[src/rtl/irq_pending_ctrl_pkg.sv]
// ---------------------------------------------------------------------------
// irq_pending_ctrl_pkg
// Shared definitions for the interrupt pending controller:
//   IRQ_W / IRQ_CODE_W : number of request sources and width of their index
//   ST_IDLE / ST_PRESENT : handshake FSM encodings
//   msb_index()         : index of the most significant set bit (bit 7 wins)
// ---------------------------------------------------------------------------
package irq_pending_ctrl_pkg;

  localparam int IRQ_W      = 8;
  localparam int IRQ_CODE_W = 3;

  localparam logic ST_IDLE    = 1'b0;
  localparam logic ST_PRESENT = 1'b1;

  // Returns the index of the highest set bit; 0 for an all-zero vector.
  // The ascending scan lets later (higher) bits overwrite lower ones.
  function automatic logic [IRQ_CODE_W-1:0] msb_index(input logic [IRQ_W-1:0] vec);
    logic [IRQ_CODE_W-1:0] idx;
    idx = '0;
    for (int i = 0; i < IRQ_W; i++) begin
      if (vec[i]) idx = IRQ_CODE_W'(i);
    end
    return idx;
  endfunction

endpackage

[src/rtl/irq_sync_edge.sv]
// ---------------------------------------------------------------------------
// irq_sync_edge
// Brings IRQ_W asynchronous request lines into the clk domain through a
// SYNC_STAGES-deep flop chain and produces one set pulse per line.
//   clk, rst_n : clock, asynchronous active-low reset
//   req_in     : raw asynchronous requests
//   set_o      : EDGE_MODE=1 -> high for one cycle after a 0->1 transition
//                of the synchronised request; EDGE_MODE=0 -> synchronised level
// ---------------------------------------------------------------------------
module irq_sync_edge
  import irq_pending_ctrl_pkg::*;
#(
  parameter int SYNC_STAGES = 2,
  parameter int EDGE_MODE   = 1
) (
  input  logic             clk,
  input  logic             rst_n,
  input  logic [IRQ_W-1:0] req_in,
  output logic [IRQ_W-1:0] set_o
);

  // Forcing the previous-sample term to 0 in level mode keeps one datapath
  // for both modes.
  localparam logic EDGE_BIT = (EDGE_MODE != 0);

  logic [SYNC_STAGES-1:0][IRQ_W-1:0] sync_q, sync_d;
  logic [IRQ_W-1:0]                  req_q, req_d;
  logic [IRQ_W-1:0]                  req_s;

  always_comb begin
    sync_d[0] = req_in;
    for (int s = 1; s < SYNC_STAGES; s++) begin
      sync_d[s] = sync_q[s-1];
    end
  end

  assign req_s = sync_q[SYNC_STAGES-1];
  assign req_d = req_s;

  always_ff @(posedge clk or negedge rst_n) begin
    if (!rst_n) begin
      sync_q <= '0;
      req_q  <= '0;
    end else begin
      sync_q <= sync_d;
      req_q  <= req_d;
    end
  end

  for (genvar gi = 0; gi < IRQ_W; gi++) begin : g_set
    assign set_o[gi] = req_s[gi] & ~(req_q[gi] & EDGE_BIT);
  end

endmodule

[src/rtl/irq_pending_ctrl.sv]
// ---------------------------------------------------------------------------
// irq_pending_ctrl
// Latches synchronised interrupt requests as pending bits and presents the
// highest-priority unmasked one as a registered code over valid/ready.
//   clk, rst_n : clock, asynchronous active-low reset
//   req_in     : raw asynchronous requests, bit 7 highest priority
//   mask       : 1 = source masked (still goes pending, never presented)
//   irq_ready  : consumer accepts the presented code
//   ovr_clr    : per-bit synchronous clear of the sticky overrun flags
//   irq_valid  : registered, irq_code is valid
//   irq_code   : registered index of the presented source
//   pending_o  : pending register
//   overrun_o  : sticky overrun flags (request re-fired while still pending)
// ---------------------------------------------------------------------------
module irq_pending_ctrl
  import irq_pending_ctrl_pkg::*;
#(
  parameter int SYNC_STAGES = 2,
  parameter int EDGE_MODE   = 1
) (
  input  logic                  clk,
  input  logic                  rst_n,
  input  logic [IRQ_W-1:0]      req_in,
  input  logic [IRQ_W-1:0]      mask,
  input  logic                  irq_ready,
  input  logic [IRQ_W-1:0]      ovr_clr,
  output logic                  irq_valid,
  output logic [IRQ_CODE_W-1:0] irq_code,
  output logic [IRQ_W-1:0]      pending_o,
  output logic [IRQ_W-1:0]      overrun_o
);

  localparam logic EDGE_BIT = (EDGE_MODE != 0);

  logic [IRQ_W-1:0]      set_vec;
  logic                  state_q, state_d;
  logic                  irq_valid_q, irq_valid_d;
  logic [IRQ_CODE_W-1:0] irq_code_q, irq_code_d;
  logic [IRQ_W-1:0]      pending_q, pending_d;
  logic [IRQ_W-1:0]      overrun_q, overrun_d;
  logic [IRQ_W-1:0]      clr_vec;
  logic [IRQ_W-1:0]      eligible;
  logic [IRQ_W-1:0]      ovr_set;

  irq_sync_edge #(
    .SYNC_STAGES (SYNC_STAGES),
    .EDGE_MODE   (EDGE_MODE)
  ) u_sync_edge (
    .clk    (clk),
    .rst_n  (rst_n),
    .req_in (req_in),
    .set_o  (set_vec)
  );

  always_comb begin
    clr_vec     = '0;
    eligible    = pending_q & ~mask;
    state_d     = state_q;
    irq_valid_d = irq_valid_q;
    irq_code_d  = irq_code_q;

    if (state_q == ST_PRESENT && irq_ready) begin
      clr_vec = IRQ_W'(1) << irq_code_q;
    end

    // A set landing on the accept edge of the same bit re-arms it; OR-ing
    // set after the clear gives set priority, and excluding clr_vec from the
    // overrun term stops that collision being counted as an overrun.
    pending_d = (pending_q & ~clr_vec) | set_vec;
    ovr_set   = set_vec & pending_q & ~clr_vec & {IRQ_W{EDGE_BIT}};
    overrun_d = (overrun_q & ~ovr_clr) | ovr_set;

    case (state_q)
      ST_IDLE: begin
        if (eligible != '0) begin
          irq_code_d  = msb_index(eligible);
          irq_valid_d = 1'b1;
          state_d     = ST_PRESENT;
        end
      end
      default: begin
        // Code is frozen while presented; only an accept releases it.
        if (irq_ready) begin
          irq_valid_d = 1'b0;
          state_d     = ST_IDLE;
        end
      end
    endcase
  end

  always_ff @(posedge clk or negedge rst_n) begin
    if (!rst_n) begin
      state_q     <= ST_IDLE;
      irq_valid_q <= 1'b0;
      irq_code_q  <= '0;
      pending_q   <= '0;
      overrun_q   <= '0;
    end else begin
      state_q     <= state_d;
      irq_valid_q <= irq_valid_d;
      irq_code_q  <= irq_code_d;
      pending_q   <= pending_d;
      overrun_q   <= overrun_d;
    end
  end

  assign irq_valid = irq_valid_q;
  assign irq_code  = irq_code_q;
  assign pending_o = pending_q;
  assign overrun_o = overrun_q;

endmodule

[config.mk]
export PLATFORM = sky130hd
export DESIGN_NAME = irq_pending_ctrl
export DESIGN_NICKNAME = d
export VERILOG_FILES = /design/src/rtl/irq_pending_ctrl_pkg.sv /design/src/rtl/irq_sync_edge.sv /design/src/rtl/irq_pending_ctrl.sv
export SDC_FILE = /design/constraint.sdc
export NUM_CORES = 1
export LEC_CHECK = 0
export BUFFER_PORTS_ARGS = -buffer_cell sky130_fd_sc_hd__buf_2
export CORE_UTILIZATION = 45
export CTS_CLUSTER_SIZE = 8
export DETAILED_ROUTE_END_ITERATION = 10
export GPL_TIMING_DRIVEN = 0
export PLACE_DENSITY_LB_ADDON = 0.2
export SYNTH_ARGS = -nofsm -noshare
export SYNTH_HDL_FRONTEND = slang
export SYNTH_SLANG_ARGS = --single-unit
[constraint.sdc]
create_clock -name clk -period 1.78 [get_ports clk]
set_input_delay 0.089 -clock clk [delete_from_list [all_inputs] [get_ports clk]]
set_output_delay 0.089 -clock clk [all_outputs]
set_load 0.05 [all_outputs]
==> impl_metrics.env, run 1 <==
export IMPL_critPathKind="flop to flop"
export IMPL_critPathLaunchType="flop"
export IMPL_max_cap_viol_count=0
export IMPL_yosysWarnings=0
export IMPL_antennaDiodeCount=0
export IMPL_grt_max_degree=46
export IMPL_synth_top_flop_cell="dfrtp_1"
export IMPL_finalHoldViolCount=0
export IMPL_max_freq_ghz=0.6418
export IMPL_synth_nets=143
export IMPL_critPathMaxFanout=4
export IMPL_gp_congestion=0.8087
export IMPL_grt_pass1_vias=1037
export IMPL_ff2ff_setup_slack_ns=0.22
export IMPL_crit_arrival_ns=1.81
export IMPL_fin_util_pct=64.45
export IMPL_netlist_area_leader_share_pct=71.43
export IMPL_vias=1101
export IMPL_synthArstFlopShare_pct=100.0
export IMPL_fp_dieW_um=61.19
export IMPL_synthTopCellsByCount="45 x dfrtp_1, 12 x nand2b_1, 10 x inv_1, 10 x nand2_1, 8 x o22ai_1"
export IMPL_wl_per_cell_um=12.12
export IMPL_routed_via_density=4.705
export IMPL_tightest_slew_ns=0.9531
export IMPL_min_to="state_q$_DFF_PN0_"
export IMPL_dieArea_um2=3744
export IMPL_antenna_found_initial=0
export IMPL_cp_end_kind="flop"
export IMPL_cts_made_buffers=5
export IMPL_cts_sinks=45
export IMPL_cts_resized_gates=0
export IMPL_worstPathRequired_ns=2.03
export IMPL_synthMostInstantiatedCell="dfrtp_1"
export IMPL_num_io_pins=47
export IMPL_fp_dieH_um=61.19
export IMPL_ctsHoldBuffers=18
export IMPL_core_area_um2=3337
export IMPL_grt_usage_pct=16.48
export IMPL_rsz0062_at_grt="no"
export IMPL_clk_latency_ns=0.35
export IMPL_overflow=0
export IMPL_ff2ff_path_depth=4
export IMPL_syn_area_um2=1577
export IMPL_skew_ns=0.008903
export IMPL_ys_top_cells_by_area="dfrtp_1 71%, nand2b_1 4.8%, o22ai_1 3.2%"
export IMPL_tns_ns=0
export IMPL_synth_distinct_cells=17
export IMPL_drive_gt1_share_pct=31.91
export IMPL_cts_clk_slew_worst_paths_ns=0.13
export IMPL_cts_htree_levels=2
export IMPL_worstHoldPathType="input pin to flop"
export IMPL_post_synth_cell_area_avg_um2=13.59
export IMPL_drt_total_wl_mm=2.837
export IMPL_syn_to_final_growth_pct=36.43
export IMPL_yosysSeqAreaShare_pct=71.43
export IMPL_hold_depth=5
export IMPL_min_from="mask[0]"
export IMPL_finalMaxSlewViolations=0
export IMPL_hpwl_mm=1.975
export IMPL_period_share_pct=87.53
export IMPL_portBuffers=46
export IMPL_ys_seq_elements=45
export IMPL_grt_pass1_wl_mm=4.291
export IMPL_synth_edf_count=0
export IMPL_clockBufferDepth=2
export IMPL_drtAntennaViolNets=0
export IMPL_status="completed"
export IMPL_rows=21
export IMPL_post_route_min_period_ns=1.558
export IMPL_netlist_top_cell_by_area="dfrtp_1"
export IMPL_cts_root_buf="clkbuf_4"
export IMPL_cts_tree="built"
export IMPL_first_pass_iters=4
export IMPL_p_leak_nw=1.000
export IMPL_postCtsSetupBuffers=0
export IMPL_fin_nets=214
export IMPL_synthCells=116
export IMPL_power_density_nw_per_um2=1289
export IMPL_reg2reg_from="pending_o[6]$_DFF_PN0_"
export IMPL_r2r_end="irq_code[1]$_DFFE_PN0P_"
export IMPL_ir_drop_mv=0.7822
export IMPL_finalSetupViolations=0
export IMPL_slew_headroom_pct=36.46
export IMPL_drt_iter0_drc=30
export IMPL_drc=0
export IMPL_start_util_pct=47.24
-- routing by layer --
metal	vias up	track usage, %	routed length, um
met3	6	5.672	139
met4	0	9.416	61
met2	37	25.47	1330
met1	523	20.25	1305
li1	535	-	-
met5	-	0	0
-- kinds of logic after synthesis --
family                 share of synthesized area (%)
flip-flops                                     71.43
buffers and inverters                          2.381
AND/OR/NAND/NOR                                13.41
AO/OA/AOI/OAI                                  10.24
multiplexers                                   2.540
-- layout make-up --
class / instances / area [um2]
clock buffer: 5 / 37.54
inverter: 10 / 37.54
fill: 286 / 1186
clock inverter: 3 / 68.82
tap: 46 / 57.56
sequential: 45 / 1126
timing repair buffer: 64 / 410.4
multi-input combinational: 61 / 412.9
-- power by group --
part	switching, mW	internal [mW]	total (mW)
Clock	0.324	0.442	0.766
Combinational	0.540	0.234	0.774
Sequential	0.0915	1.14	1.23
Total	0.956	1.82	2.77
-- how the worst max path moves through the flow --
stage | cells after the start | start | slack [ns] | to
6_report | 4 | pending_o[6]$_DFF_PN0_ | 0.22 | irq_code[1]$_DFFE_PN0P_
5_1_grt | 4 | pending_o[6]$_DFF_PN0_ | 0.15 | irq_code[1]$_DFFE_PN0P_
4_1_cts | 4 | pending_o[6]$_DFF_PN0_ | 0.22 | irq_code[0]$_DFFE_PN0P_
3_5_place_dp | 4 | pending_o[6]$_DFF_PN0_ | 0.25 | irq_code[0]$_DFFE_PN0P_
3_3_place_gp | 4 | pending_o[6]$_DFF_PN0_ | 0.27 | irq_code[0]$_DFFE_PN0P_
2_1_floorplan | 4 | pending_o[5]$_DFF_PN0_ | 0.07 | irq_code[1]$_DFFE_PN0P_
-- layout by cell type (no fill, tap or decap), types with 4 or more instances in the layout --
master and n:
buf_2 46, dfrtp_1 45, dlygate4sd3_1 18, nand2b_1 12, inv_1 10, nand2_1 10
o22ai_1 8, o21ai_0 6, nor2b_1 5, clkbuf_4 5, o31ai_1 4
-- worst max-delay path, stage by stage, from the launching register on --
cell and delay [ns]:
dfrtp_1 0.44, nor2b_1 0.20, nor4_4 0.31, a31oi_4 0.18, mux2_4 0.32
-- state kept, by name, indices dropped and copies added, names as in the netlist --
signal,count
u_sync_edge.sync_d,8
u_sync_edge.req_q,8
u_sync_edge.req_d,8
irq_code,3
overrun_o,8
irq_valid,1
state_q,1
pending_o,8
-- metrics by stage --
step | worst slack, ns | std cells | hold slack (ns) | instance area, um2 | total power, mW
global placement | 0.2711 | 208 | 0.1974 | 1864 | 1.984
CTS | 0.2242 | 234 | 0.1763 | 2151 | 2.809
finish | 0.2219 | 234 | 0.1894 | 2151 | 2.773
floorplan | 0.07029 | 116 | -0.2066 | 1577 | 1.788
detailed placement | 0.2467 | 208 | 0.1984 | 1864 | 2.001
global route | 0.1516 | 234 | 0.2263 | 2151 | 2.902
Note: power is estimated with default switching activity, not from simulation.
==> run 2, diff against run 1 <==
- CORE_ASPECT_RATIO: not set -> 0.6
- SYNTH_HIERARCHICAL: not set -> 1
==> impl_metrics.env, run 2 <==
export IMPL_status="completed"
export IMPL_portBuffers=46
export IMPL_num_io_pins=47
export IMPL_drive_gt1_share_pct=34.69
export IMPL_cpLargestDelayFamily="simple AND/OR/NAND/NOR gates"
export IMPL_antenna_found_initial=0
export IMPL_register_area_um2=1126
export IMPL_finalMaxSlewViolations=0
export IMPL_synthMostInstantiatedCell="dfrtp_1"
export IMPL_max_freq_ghz=0.6528
export IMPL_core_area_um2=3403
export IMPL_critPathLaunchType="flop"
export IMPL_grt_pass1_vias=1112
export IMPL_antennaDiodeCount=0
export IMPL_vias=1127
export IMPL_post_synth_cell_area_avg_um2=13.35
export IMPL_slew_headroom_pct=37.24
export IMPL_multi_input_area_um2=471.7
export IMPL_synth_nets=152
export IMPL_ys_top_cells_by_area="dfrtp_1 67%, nor2b_4 8.2%, inv_1 4.3%"
export IMPL_fp_dieW_um=80.63
export IMPL_cts_made_buffers=5
export IMPL_place_inst=216
export IMPL_cp_slowest_stage_delay_ns=0.40
export IMPL_tightest_slew_ns=0.9413
export IMPL_total_power_mw=2.675
export IMPL_power_frac_clock_pct=24.1
export IMPL_ff2ff_setup_slack_ns=0.25
export IMPL_fp_dieH_um=49.18
export IMPL_synth_top_flop_cell="dfrtp_1"
export IMPL_finalSetupViolations=0
export IMPL_final_cells=241
export IMPL_final_common_cell="buf_2"
export IMPL_worstHoldPathType="input pin to flop"
export IMPL_seqPwrFrac_pct=46.3
export IMPL_yosysWarnings=6
export IMPL_drtAntennaViolNets=0
export IMPL_p_switching_mw=1.002
export IMPL_synthArstFlopShare_pct=100.0
export IMPL_start_util_pct=49.04
export IMPL_ir_drop_mv=0.6974
export IMPL_drt_total_wl_mm=3.101
export IMPL_final_cell_mix="46 x buf_2, 45 x dfrtp_1, 19 x inv_1, 17 x dlygate4sd3_1"
export IMPL_grt_usage_pct=18.12
export IMPL_hpwl_mm=2.257
export IMPL_p_leak_nw=1.054
export IMPL_worst_path_buf_inv=0
export IMPL_clockBufferDepth=2
export IMPL_post_route_min_period_ns=1.532
export IMPL_crit_arrival_ns=1.72
export IMPL_cts_tree="built"
export IMPL_switching_share_pct=37.47
export IMPL_grt_max_degree=46
export IMPL_hold_ws_ns=0.1004
export IMPL_skew_ns=0.006629
export IMPL_cts_root_buf="clkbuf_8"
export IMPL_netlist_area_leader_share_pct=67.47
export IMPL_worstPathRequired_ns=1.97
export IMPL_ys_seq_elements=45
export IMPL_cts_sinks=45
export IMPL_max_cap_viol_count=0
export IMPL_synthTopCellsByCount="45 x dfrtp_1, 19 x inv_1, 10 x nand2_1, 10 x nor2b_4, 8 x o22ai_1"
export IMPL_syn_to_final_growth_pct=32.98
export IMPL_power_density_nw_per_um2=1205
export IMPL_yosysSeqAreaShare_pct=67.47
export IMPL_synthCells=125
export IMPL_cts_clk_slew_worst_paths_ns=0.08
export IMPL_synth_distinct_cells=17
export IMPL_cts_htree_levels=2
export IMPL_p_int_mw=1.673
export IMPL_gp_congestion=0.7620
export IMPL_grt_pass1_wl_mm=4.995
export IMPL_critPathKind="flop to flop"
export IMPL_netlist_top_cell_by_area="dfrtp_1"
export IMPL_first_pass_iters=4
export IMPL_path_cells="nor2b_4 -> nor4_4 -> a31oi_4 -> mux2_4"
export IMPL_routed_via_density=4.676
export IMPL_pwr_share_comb_pct=29.5
export IMPL_postCtsSetupBuffers=0
export IMPL_wl_per_cell_um=12.87
export IMPL_nFillCells=274
export IMPL_finalHoldViolCount=0
export IMPL_period_share_pct=86.06
export IMPL_synth_edf_count=0
export IMPL_rows=16
export IMPL_drc=0
export IMPL_tns_ns=0
export IMPL_cp_end_kind="flop"
export IMPL_syn_area_um2=1669
export IMPL_rsz0062_at_grt="no"
export IMPL_drt_iter0_drc=25
export IMPL_clk_latency_ns=0.30
export IMPL_dieArea_um2=3965
export IMPL_overflow=0
export IMPL_critPathMaxFanout=4
export IMPL_fin_nets=222
export IMPL_crit_slowest_cell="dfrtp_1"
-- run 2: worst register-to-register path: cells and delay by family (launching register included) --
kind | cells | cell delay, ns
AOI/OAI and AO/OA | 1 | 0.18
DFF | 1 | 0.40
and+or+nand+nor | 2 | 0.51
muxes | 1 | 0.32
-- run 2: repair_timing --
action / 4_1_cts / 5_1_grt
hold buffers: 16 / 1
gates resized for setup: 0 / 0
endpoints found under the hold margin: 60 / 1
-- run 2: power groups by stage --
stage          sequential [mW]  clock, mW  combinational (mW)
2_1_floorplan             1.57          0               0.236
3_3_place_gp              1.25          0               0.748
3_5_place_dp              1.26          0               0.765
4_1_cts                   1.24      0.662               0.794
5_1_grt                   1.26      0.713               0.838
6_report                  1.24      0.646               0.790
-- run 2: cell type report --
cell class                 count  area share (%)
clock buffer                   5           3.100
sequential                    45           50.73
inverter                      19           3.213
multi-input combinational     61           21.25
clock inverter                 3           1.127
timing repair buffer          63           18.04
tap                           45           2.537
-- run 2: cells by family (layout without fill, tap and decap cells) --
family / after synthesis / in the layout / synth area share [%]
flops: 45 / 45 / 67.47
simple gates: 33 / 33 / 15.89
compound gates: 25 / 25 / 9.970
buf+inv: 19 / 90 / 4.273
mux: 3 / 3 / 2.399
-- run 2: per-layer routing --
metal  wire length, um  vias to the layer above  track usage, %  share of wire (%)
met4                36                        0           5.357                1.2
li1                  -                      549               -                  -
met1              1336                      547           21.90                 43
met3               194                        4           8.598                6.3
met5                 0                        -               0                  0
met2              1534                       27           28.95                 49
-- run 2: through the flow --
stage | area [um2] | util (%) | worst slack, ns
6_report | 2220 | 65.22 | 0.2481
5_1_grt | 2220 | 65.22 | 0.1783
4_1_cts | 2210 | 64.93 | 0.2374
3_5_place_dp | 1956 | 57.46 | 0.2545
3_3_place_gp | 1956 | 57.46 | 0.2813
2_1_floorplan | 1669 | - | 0.07029
-- run 2: final timing paths --
check	startpoint	endpoint	cells past startpoint
max	pending_o[5]$_DFF_PN0_	irq_code[1]$_DFFE_PN0P_	4
min	irq_ready	state_q$_DFF_PN0_	3
max reg2reg	pending_o[5]$_DFF_PN0_	irq_code[1]$_DFFE_PN0P_	4
min reg2reg	u_sync_edge/sync_d[12]$_DFF_PN0_	u_sync_edge/req_d[4]$_DFF_PN0_	0
max in group asynchronous	rst_n	irq_code[1]$_DFFE_PN0P_	2
min in group asynchronous	rst_n	u_sync_edge/req_d[3]$_DFF_PN0_	2
